$ cat src/rtl/conf_seq_ctrl.sv
// conf_seq_ctrl: shift-enable sequencer with masked, stretched load strobes,
// a load counter and a timestamp-aligned gray-counter reset.
module conf_seq_ctrl #(
    parameter int NLOAD     = 2,
    parameter int DLY_WIDTH = 4,
    parameter int LDW_WIDTH = 3,
    parameter int TS_WIDTH  = 9
) (
    input  logic                 BUS_CLK,
    input  logic                 BUS_RST,
    input  logic                 SEN,
    input  logic                 SLD,
    input  logic                 SREN_CONF,
    input  logic [NLOAD-1:0]     LD_MASK,
    input  logic [DLY_WIDTH-1:0] HOLD_DLY,
    input  logic [LDW_WIDTH-1:0] LD_WIDTH,
    input  logic                 RST_GRAY_CONF,
    input  logic                 ALIGN_EN,
    input  logic [TS_WIDTH-1:0]  TS,
    input  logic [TS_WIDTH-1:0]  ALIGN_VAL,
    output logic                 SR_EN,
    output logic [NLOAD-1:0]     LD,
    output logic                 RST_GRAY,
    output logic                 GRAY_PEND,
    output logic                 BUSY,
    output logic [15:0]          LD_CNT
);
    typedef enum logic [1:0] {IDLE, SHIFT, HOLD} state_t;

    state_t               state;
    logic [DLY_WIDTH-1:0] cnt;
    logic [NLOAD-1:0]     mask;
    logic [LDW_WIDTH-1:0] st;
    logic                 sld_q;
    logic                 ld_edge;
    logic [NLOAD-1:0]     ld_mask;

    assign ld_edge   = SLD && !sld_q;
    assign ld_mask   = BUSY ? mask : LD_MASK;
    assign BUSY      = state != IDLE;
    // Gated by reset so the flag is quiet while the block is held in reset.
    assign GRAY_PEND = ALIGN_EN && !BUS_RST && (RST_GRAY != RST_GRAY_CONF);

    always_ff @(posedge BUS_CLK) begin
        if (BUS_RST) begin
            state    <= IDLE;
            cnt      <= '0;
            mask     <= '0;
            SR_EN    <= 1'b0;
            sld_q    <= 1'b0;
            st       <= '0;
            LD       <= '0;
            LD_CNT   <= '0;
            RST_GRAY <= 1'b0;
        end else begin
            sld_q <= SLD;
            case (state)
                IDLE: begin
                    SR_EN <= SREN_CONF && !SEN;
                    if (SEN) begin
                        state <= SHIFT;
                        mask  <= LD_MASK;
                    end
                end
                SHIFT: begin
                    SR_EN <= 1'b0;
                    if (!SEN) begin
                        state <= (HOLD_DLY == '0) ? IDLE : HOLD;
                        cnt   <= HOLD_DLY;
                    end
                end
                HOLD: begin
                    SR_EN <= 1'b0;
                    cnt   <= cnt - DLY_WIDTH'(1);
                    state <= SEN ? SHIFT : (cnt == DLY_WIDTH'(1)) ? IDLE : HOLD;
                end
                default: begin
                    SR_EN <= 1'b0;
                    state <= IDLE;
                end
            endcase
            // st counts the remaining cycles of the stretch after the current one.
            if (ld_edge) begin
                st     <= LD_WIDTH;
                LD     <= ld_mask;
                LD_CNT <= LD_CNT + 16'd1;
            end else if (st != '0) begin
                st <= st - LDW_WIDTH'(1);
                LD <= ld_mask;
            end else begin
                LD <= '0;
            end
            if (!ALIGN_EN || TS == ALIGN_VAL)
                RST_GRAY <= RST_GRAY_CONF;
        end
    end
endmodule

$ cat config.mk
export PLATFORM = sky130hd
export DESIGN_NAME = conf_seq_ctrl
export DESIGN_NICKNAME = d
export VERILOG_FILES = /design/src/rtl/conf_seq_ctrl.sv
export SDC_FILE = /design/constraint.sdc
export NUM_CORES = 1
export LEC_CHECK = 0
export ABC_AREA = 1
export CORE_AREA = 2 2 78 50
export DETAILED_ROUTE_END_ITERATION = 8
export DIE_AREA = 0 0 80 52
export DONT_BUFFER_PORTS = 1
export PLACE_DENSITY = 0.65
export SYNTH_ARGS = -nofsm -noshare
export SYNTH_HDL_FRONTEND = slang
export SYNTH_SLANG_ARGS = --single-unit
export TNS_END_PERCENT = 30
$ cat constraint.sdc
create_clock -name BUS_CLK -period 1.3 [get_ports BUS_CLK]
set_input_delay 0.26 -clock BUS_CLK [delete_from_list [all_inputs] [get_ports BUS_CLK]]
set_output_delay 0.26 -clock BUS_CLK [all_outputs]
set_load 0.01 [all_outputs]
==> results.sh, run 1 <==
export IMPL_status="finished, final reports clean"
export IMPL_cp_end_kind="register"
export IMPL_clock_sinks=32
export IMPL_wl_um=3820
export IMPL_post_place_ws_ns=-0.00226
export IMPL_clkLatencyLatePin_ns=0.28
export IMPL_clk_path_buf_depth=2
export IMPL_nFillCells=361
export IMPL_htreeDepth=2
export IMPL_avgSynthCellArea_um2=6.80
export IMPL_ys_ff_latch=32
export IMPL_cap_violations=0
export IMPL_vdd_drop_max_v=0.000495
export IMPL_cts_tree="yes"
export IMPL_power_leakage_uw=0.000911
export IMPL_fin_skew_ns=0.00471
export IMPL_rsz0062_at_grt="true"
export IMPL_ant_nets=0
export IMPL_required_ns=1.52
export IMPL_grt_pass1_wl_um=6080
export IMPL_holdWs_ns=0.0371
export IMPL_dp_hpwl_um=2970
export IMPL_grt_use_total_pct=19.3
export IMPL_die_area_um2=4160
export IMPL_drive_above_1_share_pct=21.9
export IMPL_fin_util_pct=59.1
export IMPL_finalHoldViolations=0
export IMPL_fp_coreArea_um2=3490
export IMPL_die_w_um=80
export IMPL_dr_total_vias=1579
export IMPL_p_per_area_nw_per_um2=1060
export IMPL_rows=17
export IMPL_yosysSeqAreaShare_pct=38.0
export IMPL_grt_pass1_vias=1390
export IMPL_syn_to_final_growth_pct=22.3
export IMPL_grt_overflow=0
export IMPL_regArea_um2=648
export IMPL_hold_class="in2reg"
export IMPL_io_buffers=0
export IMPL_drc=0
export IMPL_period_share_pct=98.5
export IMPL_cp_arrival_ns=1.50
export IMPL_start_kind="register"
export IMPL_fmax_mhz=781
export IMPL_setup_viol=0
export IMPL_antenna_cells=0
export IMPL_die_h_um=52
export IMPL_place_congestion=0.821
export IMPL_numCtsBuffers=5
export IMPL_crit_type="reg2reg"
export IMPL_cts_hold_buffers=0
export IMPL_ios=56
export IMPL_cts_root_buf="clkbuf_8"
export IMPL_first_pass_iters=4
export IMPL_relSlewSlack_pct=80.6
export IMPL_final_min_clock_period_ns=1.28
export IMPL_antenna_found_initial=0
export IMPL_ys_types=27
export IMPL_drt_iter0_markers=70
export IMPL_start_util_pct=48.4
export IMPL_multiInputGateArea_um2=915
export IMPL_final_max_slew_viol_count=0
export IMPL_drt_vias_per_instance=4.86
export IMPL_clk_pin_slew_worst_paths_ns=0.07
export IMPL_yosys_warnings=0
export IMPL_nets=316
export IMPL_synth_nets=287
export IMPL_syn_inst=248
export IMPL_cp_max_fo=5
export IMPL_wl_per_cell_um=11.7
export IMPL_post_synth_instance_area_um2=1690
export IMPL_max_slew_worst_pin_slew_ns=0.287
export IMPL_setup_ws_ns=0.0201
export IMPL_grt_max_degree=20
==> where the power goes <==
group          internal, µW  leakage, µW  switching, µW
sequential             1040     0.000263           37.7
combinational           137     0.000597            180
clock                   422    0.0000510            364
==> cell usage in the layout, fill, tap and decap left out, types with 2 or more instances in the layout <==
cell type and instances:
inv_1 39, nand2_2 6, xnor2_1 5, nor2_1 31
o21ai_0 12, dfxtp_1 26, nor2_4 4, clkinv_2 2
inv_2 2, nor3_1 4, xor2_1 4, buf_4 26
clkbuf_8 6, nor2_2 2, nand3_1 8, ha_1 4
a21oi_1 18, dfxtp_2 6, nand2_1 55, o21ai_1 3
a211oi_1 3, nand3_2 2
==> what timing repair did <==
action,in CTS,in global routing
resized for setup,3,15
setup endpoints to repair,2,11
buffers inserted,0,2
gates cloned,0,0
pin swaps,0,5
==> synthesized netlist by cell type (all sizes together) <==
library cell	instances	area share, %
dfxtp	32	38
xor2	4	2.1
clkbuf	1	0.22
o211ai	1	0.45
nand3	10	3.3
buf	3	1.0
nor2	37	9.9
a31oi	1	0.37
a21oi	19	5.6
o21ai	16	5.0
and3	1	0.37
xnor2	5	2.6
nor3	5	1.5
nand2	61	14
a211oi	4	1.8
inv	41	9.1
nand4	1	0.37
o41ai	1	0.52
ha	5	3.7
==> sequential cells by signal (all words and copies together), names as in the netlist <==
| register | count |
|---|---|
| LD_CNT | 16 |
| cnt | 4 |
| st | 3 |
| LD | 2 |
| mask | 2 |
| state | 2 |
| RST_GRAY | 1 |
| SR_EN | 1 |
| sld_q | 1 |
==> per-stage QoR <==
| stage | TNS, ns | total power (µW) | cells | instance area (µm²) |
|---|---|---|---|---|
| after global placement | -0.0101 | 1380 | 315 | 1900 |
| after floorplan | 0 | 1320 | 248 | 1690 |
| after detailed placement | -0.00226 | 1400 | 315 | 1900 |
| after global routing | -0.287 | 2300 | 325 | 2060 |
| final | 0 | 2180 | 325 | 2060 |
| after CTS | 0 | 2190 | 323 | 2010 |
==> final timing paths <==
path	to	slack, ns	cells past startpoint	from
max	LD_CNT[13]	0.02	9	sld_q
min	sld_q	0.04	1	BUS_RST
max reg2reg	LD_CNT[13]	0.02	9	sld_q
min reg2reg	state[0]	0.46	1	state[0]
==> critical path: stages, from the launching register on <==
cell and delay (ns):
dfxtp_2 0.33, nor2_4 0.14, nand2_2 0.10, nor2_4 0.11, nand2_2 0.09, nor2_4 0.16
nand2_2 0.08, nor2_1 0.09, nor2_1 0.05, nor2_1 0.08
==> metal layers <==
layer,up-vias,global-route usage (%),wire (µm)
met2,49,27.9,1550
met1,692,26.9,1960
met5,-,0,0
met4,0,5.93,34
li1,834,-,-
met3,4,6.60,273
==> kinds of logic (layout without fill, tap and decap cells) <==
family                     count (synthesis)  count (layout)  share of synthesized area, %
and+or+nand+nor                          115             115                          29.5
buffers and inverters                     45              75                          10.4
AOI/OAI and AO/OA                         42              42                          13.7
DFF                                       32              32                          38.0
xor gates and xnor gates                   9               9                          4.67
adders and majority gates                  5               5                          3.71
==> area by class of cell <==
type                            instances  share of cell area, %
Timing Repair Buffer                   26                   9.46
Clock buffer                            6                   4.00
Multi-Input combinational cell        171                   44.3
Inverter                               41                   7.46
Tap cell                               47                   2.85
Clock inverter                          2                  0.485
Sequential cell                        32                   31.4
Power figures use the tool's default switching activity.
==> run 2: changes to the inputs <==
- CORE_AREA: 2 2 78 50 -> 2 2 110 69
- DIE_AREA: 0 0 80 52 -> 0 0 112 71
- PLACE_DENSITY: 0.65 -> 0.39
==> run 2 against run 1 <==
Final area up 5.8%; flip-flop and latch count unchanged; clock skew up 0.00088 ns; largest cell class unchanged; non-clock buffer count up 1; sequential power about the same; combinational power down 2%.
==> results.sh, run 2 (same netlist as run 1, synthesis figures left out) <==
export IMPL_largest_register_ff_count=16
export IMPL_cp_slowest_cell="dfxtp_2"
export IMPL_nets=317
export IMPL_nFillCells=773
export IMPL_wl_per_cell_um=11.0
export IMPL_setup_viol=0
export IMPL_fin_skew_ns=0.00560
export IMPL_final_max_slew_viol_count=0
export IMPL_antenna_cells=0
export IMPL_crit_chain="ha_2 -> nand3_2 -> nor2_4 -> nand2_4 -> buf_4 -> nand2_1 -> a21oi_1"
export IMPL_drt_vias_per_instance=4.19
export IMPL_final_cells=370
export IMPL_clk_pin_slew_worst_paths_ns=0.06
export IMPL_ant_nets=0
export IMPL_rows=24
export IMPL_grt_use_total_pct=10.7
export IMPL_clock_sinks=32
export IMPL_largest_register="LD_CNT"
export IMPL_required_ns=1.46
export IMPL_fmax_mhz=788
export IMPL_first_pass_iters=4
export IMPL_cp_max_fo=5
export IMPL_wl_um=4070
export IMPL_period_share_pct=97.6
export IMPL_cts_root_buf="clkbuf_16"
export IMPL_dp_hpwl_um=3180
export IMPL_fin_tns_setup_ns=0
export IMPL_critPathMaxStageDelay_ns=0.34
export IMPL_start_util_pct=24.0
export IMPL_layout_commonest_cell="nand2_1"
export IMPL_grt_max_degree=23
export IMPL_start_kind="register"
export IMPL_grt_pass1_vias=1433
export IMPL_grt_pass1_wl_um=6760
export IMPL_clkLatencyLatePin_ns=0.27
export IMPL_fp_coreArea_um2=7030
export IMPL_clk_path_buf_depth=2
export IMPL_io_buffers=0
export IMPL_drt_iter0_markers=55
export IMPL_power_leakage_uw=0.000961
export IMPL_drive_above_1_share_pct=20.1
export IMPL_antenna_found_initial=0
export IMPL_syn_to_final_growth_pct=29.4
export IMPL_htreeDepth=2
export IMPL_dr_total_vias=1549
export IMPL_drc=0
export IMPL_status="finished, final reports clean"
export IMPL_cts_tree="yes"
export IMPL_ios=56
export IMPL_rsz0062_at_grt="true"
export IMPL_die_h_um=71
export IMPL_cap_violations=0
export IMPL_place_congestion=0.781
export IMPL_p_per_area_nw_per_um2=1240
export IMPL_die_area_um2=7950
export IMPL_placedCellCount=361
export IMPL_die_w_um=112
export IMPL_cts_hold_buffers=0
export IMPL_cp_arrival_ns=1.43
export IMPL_largest_registers="LD_CNT x16, cnt x4, st x3"
export IMPL_cp_end_kind="register"
export IMPL_grt_overflow=0
export IMPL_numCtsBuffers=5
export IMPL_finalHoldViolations=0
export IMPL_max_slew_worst_pin_slew_ns=0.285
export IMPL_final_min_clock_period_ns=1.27
export IMPL_hold_class="in2reg"
export IMPL_relSlewSlack_pct=80.8
export IMPL_most_common_layout_cells="nand2_1 (57), inv_1 (38), nor2_1 (32)"
export IMPL_vdd_drop_max_v=0.000487
export IMPL_crit_type="reg2reg"
-- run 2: changes by cell type in the layout (fill, tap and decap cells not counted), sizes merged --
cell    previous run  this run
buf               26        27
bufinv             0         1
clkinv             2         1
-- run 2: repair_timing --
action,4_1_cts,5_1_grt
buffers inserted,0,1
pin swaps,0,4
gates resized for setup,1,13
setup endpoints to repair,3,14
gates cloned,0,0
-- run 2: area by class of cell --
class,instances,area (µm²),share of cell area (%)
clock buffers,6,129,5.91
clock inverters,2,35.0,1.61
inverters,41,154,7.05
multi-input cells,171,898,41.2
flip-flops and latches,32,646,29.6
well taps,91,114,5.22
repair buffers,27,206,9.46
-- run 2: final timing paths --
path | from | depth (start not counted) | endpoint | slack, ns
worst min register to register | cnt[3] | 2 | cnt[3] | 0.45
worst max register to register | LD_CNT[1] | 7 | LD_CNT[8] | 0.03
worst min-delay path | BUS_RST | 1 | mask[1] | 0.05
worst max-delay path | LD_CNT[1] | 7 | LD_CNT[8] | 0.03
-- run 2: power by group --
part           switching [µW]  leakage (µW)  total, µW  internal, µW
Combinational             173      0.000618        313           139
Clock                     426     0.0000808       1330           901
Sequential               33.6      0.000262       1070          1040
-- run 2: routing by layer --
layer | vias to the layer above | wire length, µm | GRT usage [%]
met3 | 4 | 375 | 4.37
met5 | - | 0 | 0
met2 | 51 | 1520 | 14.3
met4 | 0 | 43 | 3.66
li1 | 841 | - | -
met1 | 653 | 2130 | 15.6
-- run 2: worst max-delay path: cells and delay by family (launching register included) --
kind | cells | cell delay, ns
AO/OA/AOI/OAI | 1 | 0.04
adder cells (fa/ha/maj) | 1 | 0.20
buffers and inverters | 1 | 0.15
flip-flops | 1 | 0.34
AND/OR/NAND/NOR | 4 | 0.45
-- run 2: metrics by stage --
step,instance area (µm²),hold slack [ns],total power (µW),worst slack (ns),util [%]
6_report,2180,0.0468,2710,0.0308,31.1
5_1_grt,2180,0.0366,2860,-0.0762,31.1
4_1_cts,2140,0.0383,2740,-0.00192,30.4
3_5_place_dp,1970,0.333,1400,0.0110,28.1
3_3_place_gp,1970,0.332,1400,0.0494,28.1
2_1_floorplan,1690,0.381,1320,0.0252,-
==> run 3: changes to the inputs <==
- CORE_AREA: 2 2 110 69 -> 2 2 80 51
- DIE_AREA: 0 0 112 71 -> 0 0 82 53
- PLACE_DENSITY: 0.39 -> 0.63
- RECOVER_POWER: default -> 50
==> run 3 against run 2 <==
Final area decreased by 4.2%; critical path type unchanged; clock-buffer cell count up 2; flip-flop and latch count unchanged; power shrank 20%; worst setup slack got worse by 0.0046 ns; maximum frequency is 0.36% lower; non-clock buffer count increased by 2; highest routed layer unchanged; core utilization is 27 points higher; combinational power increased by 6%.
==> results.sh, run 3 (same netlist as run 1, synthesis figures left out) <==
export IMPL_cp_max_fo=5
export IMPL_largest_register_ff_count=16
export IMPL_drt_vias_per_instance=4.80
export IMPL_setup_viol=0
export IMPL_max_slew_worst_pin_slew_ns=0.317
export IMPL_cp_arrival_ns=1.45
export IMPL_start_kind="register"
export IMPL_cts_tree="yes"
export IMPL_ant_nets=0
export IMPL_cp_end_kind="register"
export IMPL_largest_registers="LD_CNT x16, cnt x4, st x3"
export IMPL_nets=319
export IMPL_hold_class="in2reg"
export IMPL_cap_violations=0
export IMPL_fmax_mhz=785
export IMPL_die_area_um2=4350
export IMPL_vdd_drop_max_v=0.000632
export IMPL_grt_max_degree=19
export IMPL_final_cells=328
export IMPL_post_place_ws_ns=-0.0365
export IMPL_grt_overflow=0
export IMPL_grt_pass1_wl_um=6150
export IMPL_grt_pass1_vias=1447
export IMPL_most_common_layout_cells="nand2_1 (56), inv_1 (39), nor2_1 (32)"
export IMPL_final_max_slew_viol_count=0
export IMPL_die_h_um=53
export IMPL_cts_root_buf="clkbuf_8"
export IMPL_relSlewSlack_pct=78.6
export IMPL_clkLatencyLatePin_ns=0.28
export IMPL_numCtsBuffers=5
export IMPL_antenna_found_initial=0
export IMPL_dr_total_vias=1576
export IMPL_clk_pin_slew_worst_paths_ns=0.06
export IMPL_final_min_clock_period_ns=1.27
export IMPL_drc=0
export IMPL_first_pass_iters=4
export IMPL_status="finished, final reports clean"
export IMPL_rsz0062_at_grt="true"
export IMPL_place_congestion=0.787
export IMPL_finalHoldViolations=0
export IMPL_antenna_cells=0
export IMPL_placedCellCount=316
export IMPL_dp_hpwl_um=2920
export IMPL_clk_path_buf_depth=2
export IMPL_crit_type="reg2reg"
export IMPL_die_w_um=82
export IMPL_layout_commonest_cell="nand2_1"
export IMPL_power_leakage_uw=0.000943
export IMPL_fin_skew_ns=0.00578
export IMPL_drt_iter0_markers=69
export IMPL_drive_above_1_share_pct=22.4
export IMPL_rows=17
export IMPL_nFillCells=317
export IMPL_io_buffers=0
export IMPL_start_util_pct=47.2
export IMPL_syn_to_final_growth_pct=23.9
export IMPL_ios=56
export IMPL_setup_ws_ns=0.0262
export IMPL_p_per_area_nw_per_um2=1040
export IMPL_holdWs_ns=0.0393
export IMPL_wl_per_cell_um=11.9
export IMPL_grt_use_total_pct=18.9
export IMPL_period_share_pct=98.0
export IMPL_clock_sinks=32
export IMPL_htreeDepth=2
export IMPL_required_ns=1.48
export IMPL_largest_register="LD_CNT"
export IMPL_fp_coreArea_um2=3570
export IMPL_wl_um=3890
-- run 3: cell types whose count changed in the layout (fill, tap and decap cells not counted), sizes merged --
| cell | before | now |
|---|---|---|
| clkbuf | 6 | 8 |
| buf | 27 | 29 |
| clkinv | 1 | 0 |
| bufinv | 1 | 0 |
-- run 3: routing by layer --
metal / global-route usage (%) / share of wire, % / vias up
met1: 25.7 / 48 / 665
met2: 29.1 / 41 / 66
met4: 3.33 / 0.92 / 0
met3: 6.48 / 10 / 6
li1: - / - / 839
met5: 0 / 0 / -
-- run 3: per-stage QoR --
stage	util [%]	cell area [µm²]	TNS (ns)	total power (µW)
2_1_floorplan	-	1690	0	1320
3_3_place_gp	53.5	1910	0	1390
3_5_place_dp	53.5	1910	-0.0652	1400
4_1_cts	56.6	2020	0	2170
5_1_grt	58.5	2090	-0.314	2290
6_report	58.5	2090	0	2180
-- run 3: what timing repair did --
action | 4_1_cts | 5_1_grt
setup endpoints to repair | 4 | 11
cloned | 0 | 0
buffers inserted | 1 | 3
resized for setup | 4 | 14
hold buffers | 0 | 0
pin swaps | 2 | 5
-- run 3: where the power goes --
part / internal (µW) / switching, µW / total, µW
clock: 431 / 342 / 773
combinational: 146 / 185 / 331
sequential: 1040 / 36.1 / 1070
total: 1620 / 563 / 2180
-- run 3: cell type report --
| class | instances | area, µm² | share of cell area (%) |
|---|---|---|---|
| Multi-Input combinational cell | 171 | 922 | 44.1 |
| Sequential cell | 32 | 647 | 31.0 |
| Timing Repair Buffer | 29 | 218 | 10.4 |
| Inverter | 41 | 154 | 7.37 |
| Clock buffer | 8 | 90.1 | 4.31 |
| Tap cell | 47 | 58.8 | 2.81 |
-- run 3: worst paths after layout --
| check | from | end | slack [ns] | cells past startpoint |
|---|---|---|---|---|
| worst max register to register | sld_q | LD_CNT[13] | 0.03 | 8 |
| worst min-delay path | BUS_RST | mask[1] | 0.04 | 1 |
| worst max-delay path | sld_q | LD_CNT[13] | 0.03 | 8 |
| worst min register to register | mask[1] | mask[1] | 0.46 | 2 |
-- run 3: worst max-delay path: stages, from the launching register on --
cell     delay [ns]
dfxtp_2        0.32
nor2_4         0.15
nand2_2        0.09
nor2_4         0.11
nand2_2        0.09
inv_2          0.09
nand3_2        0.12
o21ai_2        0.14
nor2_1         0.05
